File: src/rtl/obi_axil_pkg.sv
`default_nettype none
// ============================================================================
// Module      : obi_axil_pkg
// Description : Shared types for the OBI-to-AXI4-Lite multi-outstanding bridge.
//               Holds the AXI response encoding, the transfer direction and
//               the pending-flag set of the issue slot.
// Revision    : 1.0 - initial release
// ============================================================================
package obi_axil_pkg;

  // AXI4-Lite response codes (BRESP / RRESP)
  typedef enum logic [1:0] {
    OKAY   = 2'b00,
    EXOKAY = 2'b01,
    SLVERR = 2'b10,
    DECERR = 2'b11
  } axi_resp_e;

  // Direction of the transactions currently in flight
  typedef enum logic {
    DIR_RD = 1'b0,
    DIR_WR = 1'b1
  } dir_e;

  // Outstanding AXI address/data phases of the single issue slot
  typedef struct packed {
    logic aw;
    logic w;
    logic ar;
  } slot_pend_t;

  // SLVERR and DECERR both map onto OBI err; OKAY/EXOKAY are successful.
  function automatic logic resp_is_err(input axi_resp_e resp);
    return (resp == SLVERR) || (resp == DECERR);
  endfunction

endpackage
`default_nettype wire

File: src/rtl/obi_axil_bridge_mo.sv
`default_nettype none
// ============================================================================
// Module      : obi_axil_bridge_mo
// Description : OBI slave to AXI4-Lite master bridge with up to MAX_OUTST
//               granted-but-unanswered transactions. A single issue slot
//               feeds the AXI address/data channels; responses return to OBI
//               in order because a change of direction waits for the bridge
//               to drain completely.
// Revision    : 1.0 - initial release
//
// Ports
//   clk, rst            : clock, synchronous active-high reset
//   obi_req_i/gnt_o     : OBI request / combinational grant
//   obi_addr_i/we_i/be_i/wdata_i : OBI request payload
//   obi_rvalid_o/rdata_o/err_o   : OBI response (one pulse per grant)
//   m_axi_aw*, m_axi_w*, m_axi_b*: AXI4-Lite write channels
//   m_axi_ar*, m_axi_r*          : AXI4-Lite read channels
// ============================================================================
module obi_axil_bridge_mo
  import obi_axil_pkg::*;
#(
  parameter int ADDR_W    = 32,
  parameter int DATA_W    = 32,
  parameter int MAX_OUTST = 2
) (
  input  logic                  clk,
  input  logic                  rst,
  // OBI slave
  input  logic                  obi_req_i,
  output logic                  obi_gnt_o,
  input  logic [ADDR_W-1:0]     obi_addr_i,
  input  logic                  obi_we_i,
  input  logic [DATA_W/8-1:0]   obi_be_i,
  input  logic [DATA_W-1:0]     obi_wdata_i,
  output logic                  obi_rvalid_o,
  output logic [DATA_W-1:0]     obi_rdata_o,
  output logic                  obi_err_o,
  // AXI4-Lite master: write address
  output logic [ADDR_W-1:0]     m_axi_awaddr,
  output logic                  m_axi_awvalid,
  input  logic                  m_axi_awready,
  // write data
  output logic [DATA_W-1:0]     m_axi_wdata,
  output logic [DATA_W/8-1:0]   m_axi_wstrb,
  output logic                  m_axi_wvalid,
  input  logic                  m_axi_wready,
  // write response
  input  logic [1:0]            m_axi_bresp,
  input  logic                  m_axi_bvalid,
  output logic                  m_axi_bready,
  // read address
  output logic [ADDR_W-1:0]     m_axi_araddr,
  output logic                  m_axi_arvalid,
  input  logic                  m_axi_arready,
  // read data
  input  logic [DATA_W-1:0]     m_axi_rdata,
  input  logic [1:0]            m_axi_rresp,
  input  logic                  m_axi_rvalid,
  output logic                  m_axi_rready
);

  localparam int STRB_W = DATA_W / 8;
  localparam int CNT_W  = $clog2(MAX_OUTST + 1);
  localparam logic [CNT_W-1:0] CNT_MAX = CNT_W'(MAX_OUTST);

  // Issue-slot payload; the direction is held separately in dir_q.
  typedef struct packed {
    logic [ADDR_W-1:0] addr;
    logic [STRB_W-1:0] be;
    logic [DATA_W-1:0] wdata;
  } slot_t;

  slot_t             slot_q, slot_d;
  slot_pend_t        pend_q, pend_d;
  dir_e              dir_q, dir_d;
  logic [CNT_W-1:0]  cnt_q, cnt_d;
  logic              rsp_valid_q, rsp_valid_d;
  logic [DATA_W-1:0] rsp_data_q, rsp_data_d;
  logic              rsp_err_q, rsp_err_d;

  logic              slot_empty;
  logic              dir_ok;
  logic              gnt;
  logic              aw_hs, w_hs, ar_hs;
  logic [CNT_W-1:0]  in_flight;
  logic              r_acc, b_acc;
  dir_e              req_dir;

  assign req_dir    = obi_we_i ? DIR_WR : DIR_RD;
  assign slot_empty = ~(pend_q.aw | pend_q.w | pend_q.ar);
  // A direction switch only after every earlier response has been delivered.
  assign dir_ok     = (cnt_q == '0) || (dir_q == req_dir);
  assign gnt        = ~rst & obi_req_i & slot_empty & (cnt_q < CNT_MAX) & dir_ok;

  assign aw_hs = pend_q.aw & m_axi_awready;
  assign w_hs  = pend_q.w  & m_axi_wready;
  assign ar_hs = pend_q.ar & m_axi_arready;

  // cnt_q still includes a response that is being presented this cycle, so
  // exclude it when deciding whether an incoming AXI response is expected.
  assign in_flight = cnt_q - CNT_W'(rsp_valid_q);
  assign r_acc     = m_axi_rvalid & (in_flight != '0) & (dir_q == DIR_RD);
  assign b_acc     = m_axi_bvalid & (in_flight != '0) & (dir_q == DIR_WR);

  always_comb begin
    slot_d      = slot_q;
    pend_d      = pend_q;
    dir_d       = dir_q;
    cnt_d       = cnt_q;
    rsp_valid_d = 1'b0;
    rsp_data_d  = '0;
    rsp_err_d   = 1'b0;

    if (aw_hs) pend_d.aw = 1'b0;
    if (w_hs)  pend_d.w  = 1'b0;
    if (ar_hs) pend_d.ar = 1'b0;

    // Grant only happens with an empty slot, so it never collides with the
    // handshake clears above.
    if (gnt) begin
      slot_d.addr  = obi_addr_i;
      slot_d.be    = obi_be_i;
      slot_d.wdata = obi_wdata_i;
      dir_d        = req_dir;
      if (obi_we_i) begin
        pend_d.aw = 1'b1;
        pend_d.w  = 1'b1;
      end else begin
        pend_d.ar = 1'b1;
      end
    end

    if (r_acc) begin
      rsp_valid_d = 1'b1;
      rsp_data_d  = m_axi_rdata;
      rsp_err_d   = resp_is_err(axi_resp_e'(m_axi_rresp));
    end else if (b_acc) begin
      rsp_valid_d = 1'b1;
      rsp_err_d   = resp_is_err(axi_resp_e'(m_axi_bresp));
    end

    // A transaction leaves the count when its OBI response is delivered.
    case ({gnt, rsp_valid_q})
      2'b10:   cnt_d = cnt_q + CNT_W'(1);
      2'b01:   cnt_d = cnt_q - CNT_W'(1);
      default: cnt_d = cnt_q;
    endcase
  end

  always_ff @(posedge clk) begin
    if (rst) begin
      slot_q      <= '0;
      pend_q      <= '0;
      dir_q       <= DIR_RD;
      cnt_q       <= '0;
      rsp_valid_q <= 1'b0;
      rsp_data_q  <= '0;
      rsp_err_q   <= 1'b0;
    end else begin
      slot_q      <= slot_d;
      pend_q      <= pend_d;
      dir_q       <= dir_d;
      cnt_q       <= cnt_d;
      rsp_valid_q <= rsp_valid_d;
      rsp_data_q  <= rsp_data_d;
      rsp_err_q   <= rsp_err_d;
    end
  end

  assign obi_gnt_o     = gnt;
  assign obi_rvalid_o  = rsp_valid_q;
  assign obi_rdata_o   = rsp_data_q;
  assign obi_err_o     = rsp_err_q;

  assign m_axi_awaddr  = slot_q.addr;
  assign m_axi_awvalid = pend_q.aw;
  assign m_axi_wdata   = slot_q.wdata;
  assign m_axi_wstrb   = slot_q.be;
  assign m_axi_wvalid  = pend_q.w;
  assign m_axi_araddr  = slot_q.addr;
  assign m_axi_arvalid = pend_q.ar;

  // OBI cannot back-pressure responses, so AXI responses are always taken.
  assign m_axi_bready  = 1'b1;
  assign m_axi_rready  = 1'b1;

endmodule
`default_nettype wire

File: config.mk
export PLATFORM = sky130hd
export DESIGN_NAME = obi_axil_bridge_mo
export DESIGN_NICKNAME = d
export VERILOG_FILES = /design/src/rtl/obi_axil_pkg.sv /design/src/rtl/obi_axil_bridge_mo.sv
export SDC_FILE = /design/constraint.sdc
export NUM_CORES = 1
export LEC_CHECK = 0
export CORE_ASPECT_RATIO = 1.5
export CORE_MARGIN = 2
export CORE_UTILIZATION = 33
export CTS_CLUSTER_SIZE = 14
export DETAILED_ROUTE_END_ITERATION = 16
export GPL_ROUTABILITY_DRIVEN = 0
export GPL_TIMING_DRIVEN = 0
export PLACE_DENSITY_LB_ADDON = 0.2
export SYNTH_ARGS = -nofsm -noshare
export SYNTH_HDL_FRONTEND = slang
export SYNTH_SLANG_ARGS = --single-unit
File: constraint.sdc
create_clock -name clk -period 7.9 [get_ports clk]
set_input_delay 2.37 -clock clk [delete_from_list [all_inputs] [get_ports clk]]
set_output_delay 2.37 -clock clk [all_outputs]
set_load 0.02 [all_outputs]
==> run summary <==
Number of buffers added by the clock tree synthesis step: 9. The run gives 0 as the number of warnings reported in the yosys synthesis log. For this run, the share of the core covered by cells in the final layout is 55.67%.

The final layout contains routed wiring with a total length of 11.52 mm. The die outline width came out at 98.90 µm. Global routing used 15.62% of the available tracks. For the depth of the CTS H-tree, the log shows 3.

The floorplan has 52 rows. During placement, the flow inserted port buffers numbering 247. The cell count after synthesis came out at 363.

The post-layout total power came out at 1756 µW. The logs give 0 for the number of antenna diodes and 0 for the number of pins exceeding their max-slew limit in the final report. The largest driver fanout on the critical path works out to 10.

The run gives 9.142 mm as the detailed-placement wirelength estimate. Summing all multi-input logic gate instances after layout gives 0.001823 mm². Detailed routing inserted a total of 3,363 vias. For the total area of sequential cells, the log shows 0.002162 mm². Counting instances in the post-synthesis netlist gives the leading cell types as sky130_fd_sc_hd__dfxtp_1 (108), sky130_fd_sc_hd__nor2b_1 (66), sky130_fd_sc_hd__mux2_4 (65). The average via count per standard cell is 4.262. In this run the worst hold path is classified as flop to flop. In the final routed layout, each cell accounts on average for 14.61 µm. After the last flow step, the layout net total stands at 736. The tools report the kind of end point of the critical path as an output port. The cell area after synthesis is 0.004458 mm², and the area after detailed placement is 0.007137 mm². For the worst-skew pair, the clock arrives at the later sink with an insertion delay of 0.34 ns.

Counting flops with an async set or reset pin after synthesis yields a share of 0%. STA puts the critical path data arrival time at 4.83 ns. The worst setup path is launched from an input pin.

The clock-pin slew on the worst setup and hold paths works out to 0.08 ns. Prior to clock tree synthesis, the placed netlist has a worst setup slack of 0.6831 ns. The number of different library cells used by synthesis comes to 28. Dividing total power by cell area gives a power density of 236.5 mW/mm². Sequential element share of the synthesized area: 48.50%. For the setup TNS, the log shows 0 ns. Setup repair after global routing left no endpoint under its margin. The share of the cycle needed by the critical path after routing was 91.19%. The number of global-route vias before repair is 3,601, and the total DRC errors in the routed layout is 0.

The area growth from synthesis to layout is 66.55%. For the finished layout, the period the worst path requires is 7.204 ns. Class of the most critical setup path: input pin to output port.

Entering global routing, the biggest net connects 19 pins. Among all flip-flop cells after synthesis, the most frequent one is sky130_fd_sc_hd__dfxtp_1. For the worst setup path, the data required time is 5.53 ns.

Root cell of the clock tree: sky130_fd_sc_hd__clkbuf_16. After global routing the overflow that remains totals 0. The run gives 39 as the violation count after the first detailed-routing iteration. The run finished with clean final reports. The setup fix buffers added after clock tree synthesis is 0, and the maximum clock path buffer count is 2. The first TritonRoute pass finished after 4 iterations. The clock drives 108 sinks.

For the fill cell instance count of the final layout, the log shows 1,138. Setup slack on the critical path of the routed design comes to 0.6959 ns. The fraction of layout instances using a drive strength above 1 came out at 20.10%. The tools report the final count of hold timing violations as 0. The cell taking the most area after synthesis is sky130_fd_sc_hd__dfxtp_1. The synthesized design contains 0 enable-type register cells. Summing all non-filler instances in the final layout gives an area of 0.007425 mm².

The analysis attributes to cell leakage a power of 0.003149 µW. The synthesized flop and latch total works out to 108. TritonCTS built the clock tree. Initial antenna violation count: 0.

For the count of cells resized by post-cts repair, the log shows 0. Starting utilization of the core area: 33.42%. For the final database, setup skew stands at 0.007985 ns. The first global-routing pass estimated 18.11 mm of wire.

For the number of max-capacitance violations reported, the log shows 0. VDD sags by at most 0.1002 mV. The share of the synthesized area in the top cell type came out at 48.50%. The detail route stage leaves a number of antenna-violating nets equal to 0.

Timing would allow up to 0.1388 GHz. The number of hold buffers added after CTS was 0. The run gives 0.01447 mm² as the area of the die. The area of the placeable core was 0.01334 mm². The mean cell area of the mapped netlist works out to 12.28 µm².

The tools report the I/O pin count as 253. By area the synthesized netlist is led by sky130_fd_sc_hd__dfxtp_1 (48%), sky130_fd_sc_hd__mux2_4 (22%), sky130_fd_sc_hd__nor2b_1 (9.3%). Setup violations remaining at the end of the flow were counted as 0. Among all cell types in the netlist, the one instantiated most often is sky130_fd_sc_hd__dfxtp_1. In this run the vertical extent of the chip is 146.4 µm.
==> cells by family (layout without fill, tap and decap cells) <==
group	Yosys count	count (layout)	share of synthesized area, %
AOI/OAI and AO/OA	10	10	1.796
xor gates and xnor gates	4	4	0.7860
adders and majority gates	1	1	0.2806
buffers and inverters	61	324	10.69
DFF	108	108	48.50
muxes	69	69	22.82
other	1	2	0.08412
and+or+nand+nor	109	109	15.04
==> power by group <==
part           internal, µW  total (µW)  leakage, µW  switching, µW
Clock                   226         436     0.000137            210
Combinational           387         654      0.00213            268
Sequential              623         666     0.000883           43.0
==> metal layers <==
metal  vias up  wire length, µm  GRT usage [%]
li1       1650                -              -
met4         0              157          5.274
met5         -                0              0
met3        12             1113          6.271
met2       160             6120          28.99
met1      1541             4133          15.47
==> final cells by class <==
type,count,area share [%]
inverter,7,0.3539
tap,162,2.730
buffer,54,6.067
clock inverter,6,0.6572
multi-input combinational,195,24.55
timing repair buffer,247,33.30
clock buffer,10,3.219
sequential,108,29.12
==> cell usage in the layout, fill, tap and decap left out, types with 6 or more instances in the layout <==
cell / count
sky130_fd_sc_hd__inv_1: 7
sky130_fd_sc_hd__nand2_1: 6
sky130_fd_sc_hd__clkbuf_16: 9
sky130_fd_sc_hd__mux2_4: 65
sky130_fd_sc_hd__buf_12: 6
sky130_fd_sc_hd__clkbuf_1: 11
sky130_fd_sc_hd__nor2b_1: 66
sky130_fd_sc_hd__dfxtp_1: 108
sky130_fd_sc_hd__clkdlybuf4s50_1: 247
sky130_fd_sc_hd__buf_4: 34
sky130_fd_sc_hd__and2_1: 32
==> flip-flops by register name, indices dropped and copies added, names as in the netlist <==
| name | flops |
|---|---|
| m_axi_wstrb | 4 |
| obi_rdata_o | 32 |
| obi_err_o | 1 |
| m_axi_araddr | 32 |
| dir_q | 1 |
| m_axi_awvalid | 1 |
| m_axi_wdata | 32 |
| cnt_q | 2 |
| obi_rvalid_o | 1 |
| m_axi_wvalid | 1 |
| m_axi_arvalid | 1 |
==> critical path: stages <==
cell                              delay [ns]
sky130_fd_sc_hd__clkdlybuf4s50_1        0.44
sky130_fd_sc_hd__or4b_4                 0.45
sky130_fd_sc_hd__a2111o_1               0.42
sky130_fd_sc_hd__buf_6                  0.18
sky130_fd_sc_hd__buf_6                  0.16
sky130_fd_sc_hd__inv_1                  0.16
sky130_fd_sc_hd__clkdlybuf4s50_1        0.64
==> through the flow <==
stage,hold slack (ns),cells
final,0.4716,789
after global routing,0.4994,789
after CTS,0.4792,789
after detailed placement,0.4622,773
after global placement,0.4457,773
after floorplan,0.4809,364
==> final timing paths <==
path | startpoint | endpoint | slack, ns | cells past startpoint
setup / recovery | obi_req_i | obi_gnt_o | 0.70 | 7
hold / removal | m_axi_wdata[13] | m_axi_wdata[13] | 0.47 | 2
setup reg to reg | cnt_q[1] | cnt_q[1] | 5.34 | 7
hold reg to reg | m_axi_wdata[13] | m_axi_wdata[13] | 0.47 | 2
(Power assumes the default switching activity.)
